==> src/rtl/sec_pkg.sv <==
// sec_pkg: shared types and constants for the keypad panel arbiter.
// Holds the FSM state enum, core_z bit positions and the disarm pattern.
package sec_pkg;

    typedef enum logic [2:0] {
        IDLE,
        GRANT,
        SETX,
        TOGGLE,
        SETTLE,
        CHECK,
        RECOVER,
        DONE
    } state_t;

    // core_z status bit positions
    localparam int Z_ON   = 2;
    localparam int Z_LOCK = 1;
    localparam int Z_TRIG = 0;

    // Shifted MSB first after a triggered failure
    localparam logic [2:0] DISARM_PAT = 3'b010;

    // Extra core_u toggles after the code bits
    localparam int SETTLE_TOG = 2;

endpackage

==> src/rtl/sec_rr_arb.sv <==
// sec_rr_arb: round-robin picker. Searches from ptr+1 upward, wrapping.
// Ports: req/mask (N) in, ptr (index of last winner) in, gnt one-hot out.
module sec_rr_arb #(
    parameter int N  = 4,
    parameter int IW = (N > 1) ? $clog2(N) : 1
) (
    input  logic [N-1:0]  req,
    input  logic [N-1:0]  mask,
    input  logic [IW-1:0] ptr,
    output logic [N-1:0]  gnt
);

    // Walk from farthest to nearest so the nearest hit overwrites.
    always_comb begin
        int j;
        gnt = '0;
        j   = 0;
        for (int k = N; k >= 1; k--) begin
            j = (int'(ptr) + k) % N;
            if (req[IW'(j)] && mask[IW'(j)]) begin
                gnt          = '0;
                gnt[IW'(j)]  = 1'b1;
            end
        end
    end

endmodule

==> src/rtl/sec_panel_arb.sv <==
// sec_panel_arb: shares one serial lock core between N_PANELS keypads.
// Ports: clk, rst_n (async low); req/code per panel; arm_sw; core_z
//   status in; core_s/core_x/core_u core drive; grant one-hot; done
//   pulse with result_ok; alarm = registered core_z[0].
// Option: define SEC_ARB_LOCKOUT_EN to lock out a panel after three
//   consecutive failures for LOCKOUT_CYC cycles.
module sec_panel_arb
    import sec_pkg::*;
#(
    parameter int N_PANELS    = 4,
    parameter int CODE_W      = 4,
    parameter int LOCKOUT_CYC = 64
) (
    input  logic                         clk,
    input  logic                         rst_n,
    input  logic [N_PANELS-1:0]          req,
    input  logic [N_PANELS*CODE_W-1:0]   code,
    input  logic                         arm_sw,
    input  logic [2:0]                   core_z,
    output logic                         core_s,
    output logic                         core_x,
    output logic                         core_u,
    output logic [N_PANELS-1:0]          grant,
    output logic                         done,
    output logic                         result_ok,
    output logic                         alarm
);

    localparam int IW = (N_PANELS > 1) ? $clog2(N_PANELS) : 1;
    localparam int BW = (CODE_W > 1) ? $clog2(CODE_W) : 1;

    state_t                state;
    state_t                nstate;
    logic [N_PANELS-1:0]   grant_q;
    logic [IW-1:0]         ptr;
    logic [CODE_W-1:0]     code_q;
    logic                  lock_ref;
    logic [BW-1:0]         bit_cnt;
    logic [2:0]            sub_cnt;
    logic [2:0]            dis_q;
    logic                  ok_q;

    logic [N_PANELS-1:0]   elig;
    logic [N_PANELS-1:0]   pick;
    logic [IW-1:0]         pick_idx;
    logic [CODE_W-1:0]     win_code;
    logic                  busy;
    logic                  abort;
    logic                  chk_ok;
    logic                  u_flip;
    logic                  x_set;
    logic                  x_val;
    logic                  core_on_unused;

    assign core_on_unused = core_z[Z_ON];

    sec_rr_arb #(
        .N  (N_PANELS),
        .IW (IW)
    ) u_rr (
        .req  (req),
        .mask (elig),
        .ptr  (ptr),
        .gnt  (pick)
    );

    always_comb begin
        pick_idx = '0;
        for (int i = 0; i < N_PANELS; i++) begin
            if (pick[i]) pick_idx = IW'(i);
        end
    end

    always_comb begin
        win_code = '0;
        for (int i = 0; i < N_PANELS; i++) begin
            if (grant_q[i]) win_code = win_code | code[i*CODE_W +: CODE_W];
        end
    end

    assign grant     = grant_q;
    assign done      = (state == DONE);
    assign result_ok = done & ok_q;

    assign busy   = (state != IDLE) && (state != DONE);
    assign abort  = busy && !arm_sw;
    assign chk_ok = (core_z[Z_LOCK] != lock_ref) && !core_z[Z_TRIG];

    always_comb begin
        nstate = state;
        u_flip = 1'b0;
        x_set  = 1'b0;
        x_val  = 1'b0;
        unique case (state)
            IDLE: begin
                if (core_s && (pick != '0)) nstate = GRANT;
            end
            GRANT: begin
                nstate = SETX;
            end
            // core_u high/low window brackets a stable core_x bit
            SETX: begin
                x_set  = 1'b1;
                x_val  = code_q[CODE_W-1];
                u_flip = 1'b1;
                nstate = TOGGLE;
            end
            TOGGLE: begin
                u_flip = 1'b1;
                nstate = (bit_cnt == BW'(CODE_W-1)) ? SETTLE : SETX;
            end
            SETTLE: begin
                x_set  = 1'b1;
                u_flip = 1'b1;
                if (sub_cnt == 3'(SETTLE_TOG-1)) nstate = CHECK;
            end
            CHECK: begin
                if (!chk_ok && core_z[Z_TRIG]) nstate = RECOVER;
                else                            nstate = DONE;
            end
            // steps 0..5: disarm bits as SETX/TOGGLE pairs; 6: settle
            RECOVER: begin
                u_flip = 1'b1;
                if (sub_cnt == 3'd6) begin
                    x_set  = 1'b1;
                    nstate = DONE;
                end else if (!sub_cnt[0]) begin
                    x_set = 1'b1;
                    x_val = dis_q[2];
                end
            end
            DONE: begin
                x_set  = 1'b1;
                nstate = IDLE;
            end
            default: nstate = IDLE;
        endcase
        if (abort) begin
            nstate = DONE;
            u_flip = 1'b0;
            x_set  = 1'b0;
        end
    end

    always_ff @(posedge clk or negedge rst_n) begin
        if (!rst_n) begin
            state    <= IDLE;
            grant_q  <= '0;
            ptr      <= IW'(N_PANELS-1);
            code_q   <= '0;
            lock_ref <= 1'b0;
            bit_cnt  <= '0;
            sub_cnt  <= '0;
            dis_q    <= '0;
            ok_q     <= 1'b0;
            core_s   <= 1'b0;
            core_x   <= 1'b0;
            core_u   <= 1'b0;
            alarm    <= 1'b0;
        end else begin
            state   <= nstate;
            core_s  <= arm_sw;
            alarm   <= core_z[Z_TRIG];
            sub_cnt <= (nstate == state) ? sub_cnt + 3'd1 : 3'd0;
            if (u_flip) core_u <= ~core_u;
            if (x_set)  core_x <= x_val;
            if (state == IDLE && nstate == GRANT) begin
                grant_q <= pick;
                ptr     <= pick_idx;
                ok_q    <= 1'b0;
            end
            if (state == GRANT) begin
                code_q   <= win_code;
                lock_ref <= core_z[Z_LOCK];
                bit_cnt  <= '0;
            end
            if (state == TOGGLE) begin
                code_q  <= code_q << 1;
                bit_cnt <= bit_cnt + BW'(1);
            end
            if (state == CHECK) begin
                ok_q  <= chk_ok;
                dis_q <= DISARM_PAT;
            end
            if (state == RECOVER && sub_cnt[0]) dis_q <= dis_q << 1;
            if (abort)         ok_q    <= 1'b0;
            if (state == DONE) grant_q <= '0;
        end
    end

`ifdef SEC_ARB_LOCKOUT_EN
    localparam int LW = $clog2(LOCKOUT_CYC + 1);

    logic [1:0]    fails [N_PANELS];
    logic [LW-1:0] lk    [N_PANELS];

    always_comb begin
        elig = '0;
        for (int i = 0; i < N_PANELS; i++) begin
            elig[i] = (lk[i] == '0);
        end
    end

    // A locked panel cannot own the core, so the timer and the
    // result bookkeeping never act on the same panel together.
    always_ff @(posedge clk or negedge rst_n) begin
        if (!rst_n) begin
            for (int i = 0; i < N_PANELS; i++) begin
                fails[i] <= '0;
                lk[i]    <= '0;
            end
        end else begin
            for (int i = 0; i < N_PANELS; i++) begin
                if (lk[i] != '0) begin
                    lk[i] <= lk[i] - LW'(1);
                    if (lk[i] == LW'(1)) fails[i] <= '0;
                end else if (done && grant_q[i]) begin
                    if (ok_q) begin
                        fails[i] <= '0;
                    end else if (fails[i] == 2'd2) begin
                        fails[i] <= 2'd3;
                        lk[i]    <= LW'(LOCKOUT_CYC);
                    end else begin
                        fails[i] <= fails[i] + 2'd1;
                    end
                end
            end
        end
    end
`else
    localparam int LOCKOUT_UNUSED = LOCKOUT_CYC;

    assign elig = '1;
`endif

endmodule
==> config.mk <==
export PLATFORM = sky130hd
export DESIGN_NAME = sec_panel_arb
export DESIGN_NICKNAME = d
export VERILOG_FILES = /design/src/rtl/sec_pkg.sv /design/src/rtl/sec_rr_arb.sv /design/src/rtl/sec_panel_arb.sv
export SDC_FILE = /design/constraint.sdc
export NUM_CORES = 1
export LEC_CHECK = 0
export ABC_CLOCK_PERIOD_IN_PS = 6600
export CAP_MARGIN = 15
export CORE_UTILIZATION = 44
export DETAILED_ROUTE_END_ITERATION = 8
export GPL_TIMING_DRIVEN = 0
export MAX_ROUTING_LAYER = met4
export PLACE_DENSITY = 0.73
export SYNTH_ARGS = -nofsm -noshare
export SYNTH_HDL_FRONTEND = slang
export SYNTH_HIERARCHICAL = 1
export SYNTH_SLANG_ARGS = --single-unit
==> constraint.sdc <==
create_clock -name clk -period 6.6 [get_ports clk]
set_input_delay 1.32 -clock clk [delete_from_list [all_inputs] [get_ports clk]]
set_output_delay 1.32 -clock clk [all_outputs]
set_load 0.01 [all_outputs]
==> qor.yml, run 1 <==
status: "finished, final reports clean"
initial_core_util: 0.4660
holdBufCountCts: 0
clk_pin_slew_ps: 90
setup.worst_path.start_class: "input port"
clk_latency_ps: 270
intPower_mw: 0.5233
path_cells: "clkdlybuf4s50_1 -> nand2_1 -> mux4_2 -> o2111a_1 -> a211oi_1 -> nor4_1 -> or3b_1 -> buf_6 -> mux2i_1 -> nor2_1"
die_area_um2: 4595
core_um2: 4086
slew_violations: 0
total_power_mw: 0.9254
wl_per_cell_um: 13.43
cts.sinks: 26
row_count: 23
power_frac_comb: 0.586
nets: 307
yosys_register_bits: 26
drive_above_1_share: 0.09328
overflow: 0
cts_tree: "done"
worstPathRequired_ps: 6760
cts_setup_buffers: 0
diodes: 0
power_switching_mw: 0.4022
cp.arrival_ps: 4020
grt_pass1_vias: 1578
synth_flop_cell: "dfrtp_1"
syn_area_um2: 1904
layout_min_cycle_time_ps: 3859
critPathMaxFanout: 10
drc_errors: 0
ioPinCount: 36
synth_seq_area_share: 0.3430
max_stage_delay_ps: 550
critPathSlowestCell: "mux4_2"
synth.top_cell.area_share: 0.3154
grt_pass1_wl_mm: 7.293
syn_avg_cell_area_um2: 8.899
async_flop_share: 1.000
synth_edf_count: 0
synth_most_common_cell: "nand2_1"
synth.top_cells.by_area: "dfrtp_1 (32%), ha_1 (7.9%), nand2_1 (5.7%)"
ant_nets: 0
ir_drop_mv: 0.2027
synth_warnings: 6
end_kind: "flip-flop"
cts_root_buf: "clkbuf_8"
die_width_um: 67.79
cp_top_family: "multiplexers"
wl_mm: 4.270
synth_commonest_cells: "nand2_1 (29), dfrtp_1 (24), a21oi_1 (16), o21ai_0 (15), nor2_1 (13)"
cts.path.max_buffers: 2
power.leakage_nw: 1.053
power.density_nw_per_um2: 378.3
first_pass_iters: 4
areaGrowthSynthToFinish_pct: 28.45
yosysTopAreaCell: "dfrtp_1"
rsz0062_at_grt: "false"
num_vias: 1726
num-fill-cells: 363
grtUsageTotal: 0.2174
hold_path.class: "reg2reg"
p_clk_frac: 0.111
cts_max_level: 1
crit_buf_inv: 2
swShare: 0.4346
crit_type: "in2reg"
dr.first_iter.drc_count: 89
min_period_over_period: 0.5847
hold_slack_ps: 472.4
p_seq_frac: 0.303
syn-instance-count: 214
gp_congestion: 0.9043
die_y_um: 67.79
clock_skew_ps: 2.652
dpl.hpwl_mm: 3.175
port_buffers: 34
hold_viol_final: 0
max_cap_viol_count: 0
cts-resized-gates: 0
grt_max_degree: 27
synth.distinct_cells: 50
setup_viol: 0
fmax_mhz: 259.2
antenna_found_initial: 0
cts_buffers: 3
tns_ps: 0
viasPerCell: 5.428
==> state kept, by name, indices dropped and copies added, names as in the netlist <==
signal    count
code_q        4
grant         4
state         3
sub_cnt       3
bit_cnt       2
dis_q         2
ptr           2
alarm         1
core_s        1
core_u        1
core_x        1
lock_ref      1
ok_q          1
==> layout by cell type (no fill, tap or decap), types with 3 or more instances in the layout <==
cell / n
clkdlybuf4s50_1: 34
nand2_1: 29
dfrtp_1: 24
a21oi_1: 16
conb_1: 16
o21ai_0: 15
nor2_1: 13
ha_1: 12
inv_1: 9
a22oi_1: 8
nand3_1: 6
nor2b_1: 5
o211ai_1: 5
clkbuf_1: 4
and2_1: 4
mux2i_1: 4
clkbuf_8: 4
buf_6: 3
o21a_1: 3
nor4_1: 3
a32oi_1: 3
xnor2_1: 3
a22o_1: 3
mux2_2: 3
mux4_2: 3
==> layer usage <==
layer / vias up / share of wire / track usage
met5: - / 0 / -
li1: 867 / - / -
met4: 0 / 0.0033 / 0.02865
met3: 2 / 0.045 / 0.03885
met1: 804 / 0.53 / 0.3197
met2: 53 / 0.42 / 0.3168
==> path summary, 6_finish.rpt <==
| kind | startpoint | depth (start not counted) | endpoint | slack, ps |
|---|---|---|---|---|
| max | req[1] | 10 | grant[0] | 2740 |
| min | core_u | 1 | core_u | 470 |
| max reg2reg | ptr[1] | 11 | grant[0] | 3100 |
| min reg2reg | core_u | 1 | core_u | 470 |
| max in group asynchronous | rst_n | 2 | state[1] | 4790 |
| min in group asynchronous | rst_n | 1 | sub_cnt[2] | 1370 |
==> area by class of cell <==
type	count	area, µm²	area share
sequential	26	653.1	0.2670
inverter	10	37.54	0.01535
clock buffer	4	55.05	0.02251
buffer	10	62.56	0.02558
tap	50	62.56	0.02558
timing repair buffer	35	367.9	0.1504
multi-input combinational	183	1207	0.4936
==> stage by stage <==
stage                       util  setup WS (ps)  instance area (µm²)  instances
after global placement    0.5784           2467                 2364        313
after detailed placement  0.5784           2455                 2364        313
final                     0.5986           2741                 2446        318
after global routing      0.5986           2558                 2446        318
after floorplan                -           3211                 1961        229
after CTS                 0.5919           2736                 2419        317
==> cells by family (layout without fill, tap and decap cells) <==
group | count (synthesis) | after routing | synth area share
other | 1 | 16 | 0.001969
AOI/OAI and AO/OA | 65 | 65 | 0.2254
DFF | 26 | 26 | 0.3430
and+or+nand+nor | 76 | 76 | 0.2057
muxes | 10 | 10 | 0.07424
buffers and inverters | 20 | 59 | 0.05255
xor gates and xnor gates | 4 | 4 | 0.01840
adders and majority gates | 12 | 12 | 0.07884
==> power by group through the flow <==
stage | Sequential, mW | Clock, mW | Combinational [mW]
CTS | 0.280 | 0.105 | 0.536
global route | 0.291 | 0.112 | 0.610
global placement | 0.282 | 0 | 0.524
finish | 0.281 | 0.102 | 0.542
detailed placement | 0.283 | 0 | 0.531
floorplan | 0.273 | 0 | 0.391
Power figures use the tool's default switching activity.
==> run 2: changes to the inputs <==
--- a/config.mk
+++ b/config.mk
@@ -5,13 +5,13 @@
 export SDC_FILE = /design/constraint.sdc
 export NUM_CORES = 1
 export LEC_CHECK = 0
-export ABC_CLOCK_PERIOD_IN_PS = 6600
+export ABC_CLOCK_PERIOD_IN_PS = 3300
 export CAP_MARGIN = 15
 export CORE_UTILIZATION = 44
 export DETAILED_ROUTE_END_ITERATION = 8
 export GPL_TIMING_DRIVEN = 0
 export MAX_ROUTING_LAYER = met4
-export PLACE_DENSITY = 0.73
+export PLACE_DENSITY = 0.76
 export SYNTH_ARGS = -nofsm -noshare
 export SYNTH_HDL_FRONTEND = slang
 export SYNTH_HIERARCHICAL = 1
==> constraint.sdc (replaced) <==
create_clock -name clk -period 3.3 [get_ports clk]
set_input_delay 0.66 -clock clk [delete_from_list [all_inputs] [get_ports clk]]
set_output_delay 0.66 -clock clk [all_outputs]
set_load 0.01 [all_outputs]
==> run 2 against run 1 <==
- clock skew is 0.60 ps higher
- flip-flop and latch count stayed put
- highest routed layer unchanged
- final cell count is 0.63% higher
- register-to-register slack worse by 2800 ps
==> qor.yml, run 2 (synthesized netlist as in run 1, its figures left out) <==
wl_met2_mm: 1.948  # +7.7%
routed.top_layer: "met4"
hold_path.class: "reg2reg"
min_from: "code_q[1]"
status: "finished, final reports clean"
first_pass_iters: 7  # +3
worstPathRequired_ps: 3460  # -3300 ps
num_vias: 1710  # -0.93%
setup.worst_path.start_class: "input port"
grt_pass1_wl_mm: 7.355  # +0.85%
ir_drop_mv: 0.3831  # +89%
critPathMaxFanout: 10  # unchanged
power.leakage_nw: 1.065  # +1.2%
row_count: 23  # unchanged
wl_per_cell_um: 13.69  # +1.9%
layout_common_cells: "clkdlybuf4s50_1 (34), nand2_1 (29), dfrtp_1 (24)"
wl_met1_mm: 2.246  # -0.35%
cts.sinks: 26  # unchanged
hold_viol_final: 0  # unchanged
wl_mm: 4.380  # +2.6%
drive_above_1_share: 0.1296  # +0.03635
nets: 309  # +0.65%
gp_congestion: 0.8784  # -2.9%
end_kind: "flip-flop"
cts_max_level: 1  # unchanged
stdcell_area_um2: 2506  # +2.5%
cp.arrival_ps: 3320  # -700 ps
diodes: 0  # unchanged
total_power_mw: 1.915  # +110%
dr.first_iter.drc_count: 85  # -4.5%
overflow: 0  # unchanged
cts.path.max_buffers: 2  # unchanged
antenna_found_initial: 0  # unchanged
dpl.hpwl_mm: 3.192  # +0.54%
cts_root_buf: "clkbuf_8"
core_um2: 4086  # unchanged
hold_end: "code_q[1]"
grtUsageTotal: 0.2174  # unchanged
grt_pass1_vias: 1618  # +2.5%
cts_buffers: 3  # unchanged
fmax_mhz: 316.5
areaGrowthSynthToFinish_pct: 31.60
die_area_um2: 4595  # unchanged
initial_core_util: 0.4660  # unchanged
route.met3.wl_um: 173  # -9.9%
setup_viol: 0  # unchanged
clock_skew_ps: 3.253  # +0.6009 ps
grt_max_degree: 27  # unchanged
viasPerCell: 5.344  # -1.5%
slew_violations: 0  # unchanged
drc_errors: 0  # unchanged
placed_area_um2: 2364  # unchanged
crit_type: "in2reg"
r2r_slack_ps: 270  # -2830 ps
dp_slack_ps: -270.6  # -2726 ps
ioPinCount: 36  # unchanged
power.density_nw_per_um2: 764.1  # +100%
ant_nets: 0  # unchanged
clk_latency_ps: 270  # about the same
die_width_um: 67.79  # unchanged
rr_worst_depth: 10  # -1
layout_min_cycle_time_ps: 3159
timing.rr.start: "ptr[0]"
setup_slack_ps: 140.8  # -2601 ps
rr_endpoint: "grant[1]"
min_period_over_period: 0.9573
hold_path_depth: 2  # +1
die_y_um: 67.79  # unchanged
port_buffers: 34  # unchanged
clk_pin_slew_ps: 80  # about the same
final_common_cell: "clkdlybuf4s50_1"
max_cap_viol_count: 0  # unchanged
cts_tree: "done"
-- run 2: changes by cell type in the layout (fill, tap and decap cells not counted), sizes merged --
cell | before | now
buf | 7 | 9
-- run 2: routing by layer --
| layer | track usage | up-vias |
|---|---|---|
| met4 | 0.02604 | 0 |
| li1 | - | 871 |
| met3 | 0.04392 | 2 |
| met2 | 0.3131 | 42 |
| met1 | 0.3208 | 795 |
| met5 | - | - |
-- run 2: final cells by class --
class                           instances  area (µm²)
Sequential cell                        26       653.1
Buffer                                 10       62.56
Multi-Input combinational cell        183        1262
Fill cell                             352        1580
Inverter                               10       37.54
Tap cell                               50       62.56
Clock buffer                            4       45.04
Timing Repair Buffer                   37       382.9
-- run 2: worst max-delay path, stage by stage --
cell,delay (ps)
clkdlybuf4s50_1,540
nand2_1,120
mux4_2,560
o2111a_1,270
a211oi_2,280
nor4_1,90
or3b_1,420
buf_6,160
mux2i_1,150
nor2_1,50
-- run 2: power breakdown --
part,internal (mW),switching (mW)
registers,0.441,0.112
clock network,0.0863,0.0952
logic,0.551,0.630
total,1.08,0.837
-- run 2: how the worst max path moves through the flow --
stage,start,end,depth (start not counted)
after floorplan,ptr[1],grant[0],10
after global placement,req[0],grant[0],10
after detailed placement,req[0],grant[1],10
after CTS,ptr[1],grant[1],10
after global routing,req[0],grant[3],10
final,req[0],grant[1],10
-- run 2: through the flow --
| step | setup TNS (ps) | std cells | utilization | hold WS [ps] |
|---|---|---|---|---|
| after floorplan | 0 | 229 | - | 364.4 |
| after global placement | -1956 | 313 | 0.5784 | 462.8 |
| after detailed placement | -2272 | 313 | 0.5784 | 486.5 |
| after CTS | 0 | 317 | 0.5955 | 506.8 |
| after global routing | -3.246 | 320 | 0.6133 | 529.7 |
| final | 0 | 320 | 0.6133 | 496.6 |
-- run 2: what timing repair did --
item,4_1_cts,5_1_grt
setup buffers,0,2
gates resized for setup,5,5
endpoints found under the hold margin,0,0
setup endpoints to repair,10,11
hold buffers,0,0
pin swaps,0,1
==> run 3: changes to the inputs <==
--- a/config.mk
+++ b/config.mk
@@ -12,6 +12,7 @@
 export GPL_TIMING_DRIVEN = 0
 export MAX_ROUTING_LAYER = met4
 export PLACE_DENSITY = 0.76
+export SKIP_LAST_GASP = 1
 export SYNTH_ARGS = -nofsm -noshare
 export SYNTH_HDL_FRONTEND = slang
 export SYNTH_HIERARCHICAL = 1
==> results of run 3 <==
The final DEF is identical to that of run 2; final timing and power are the same.
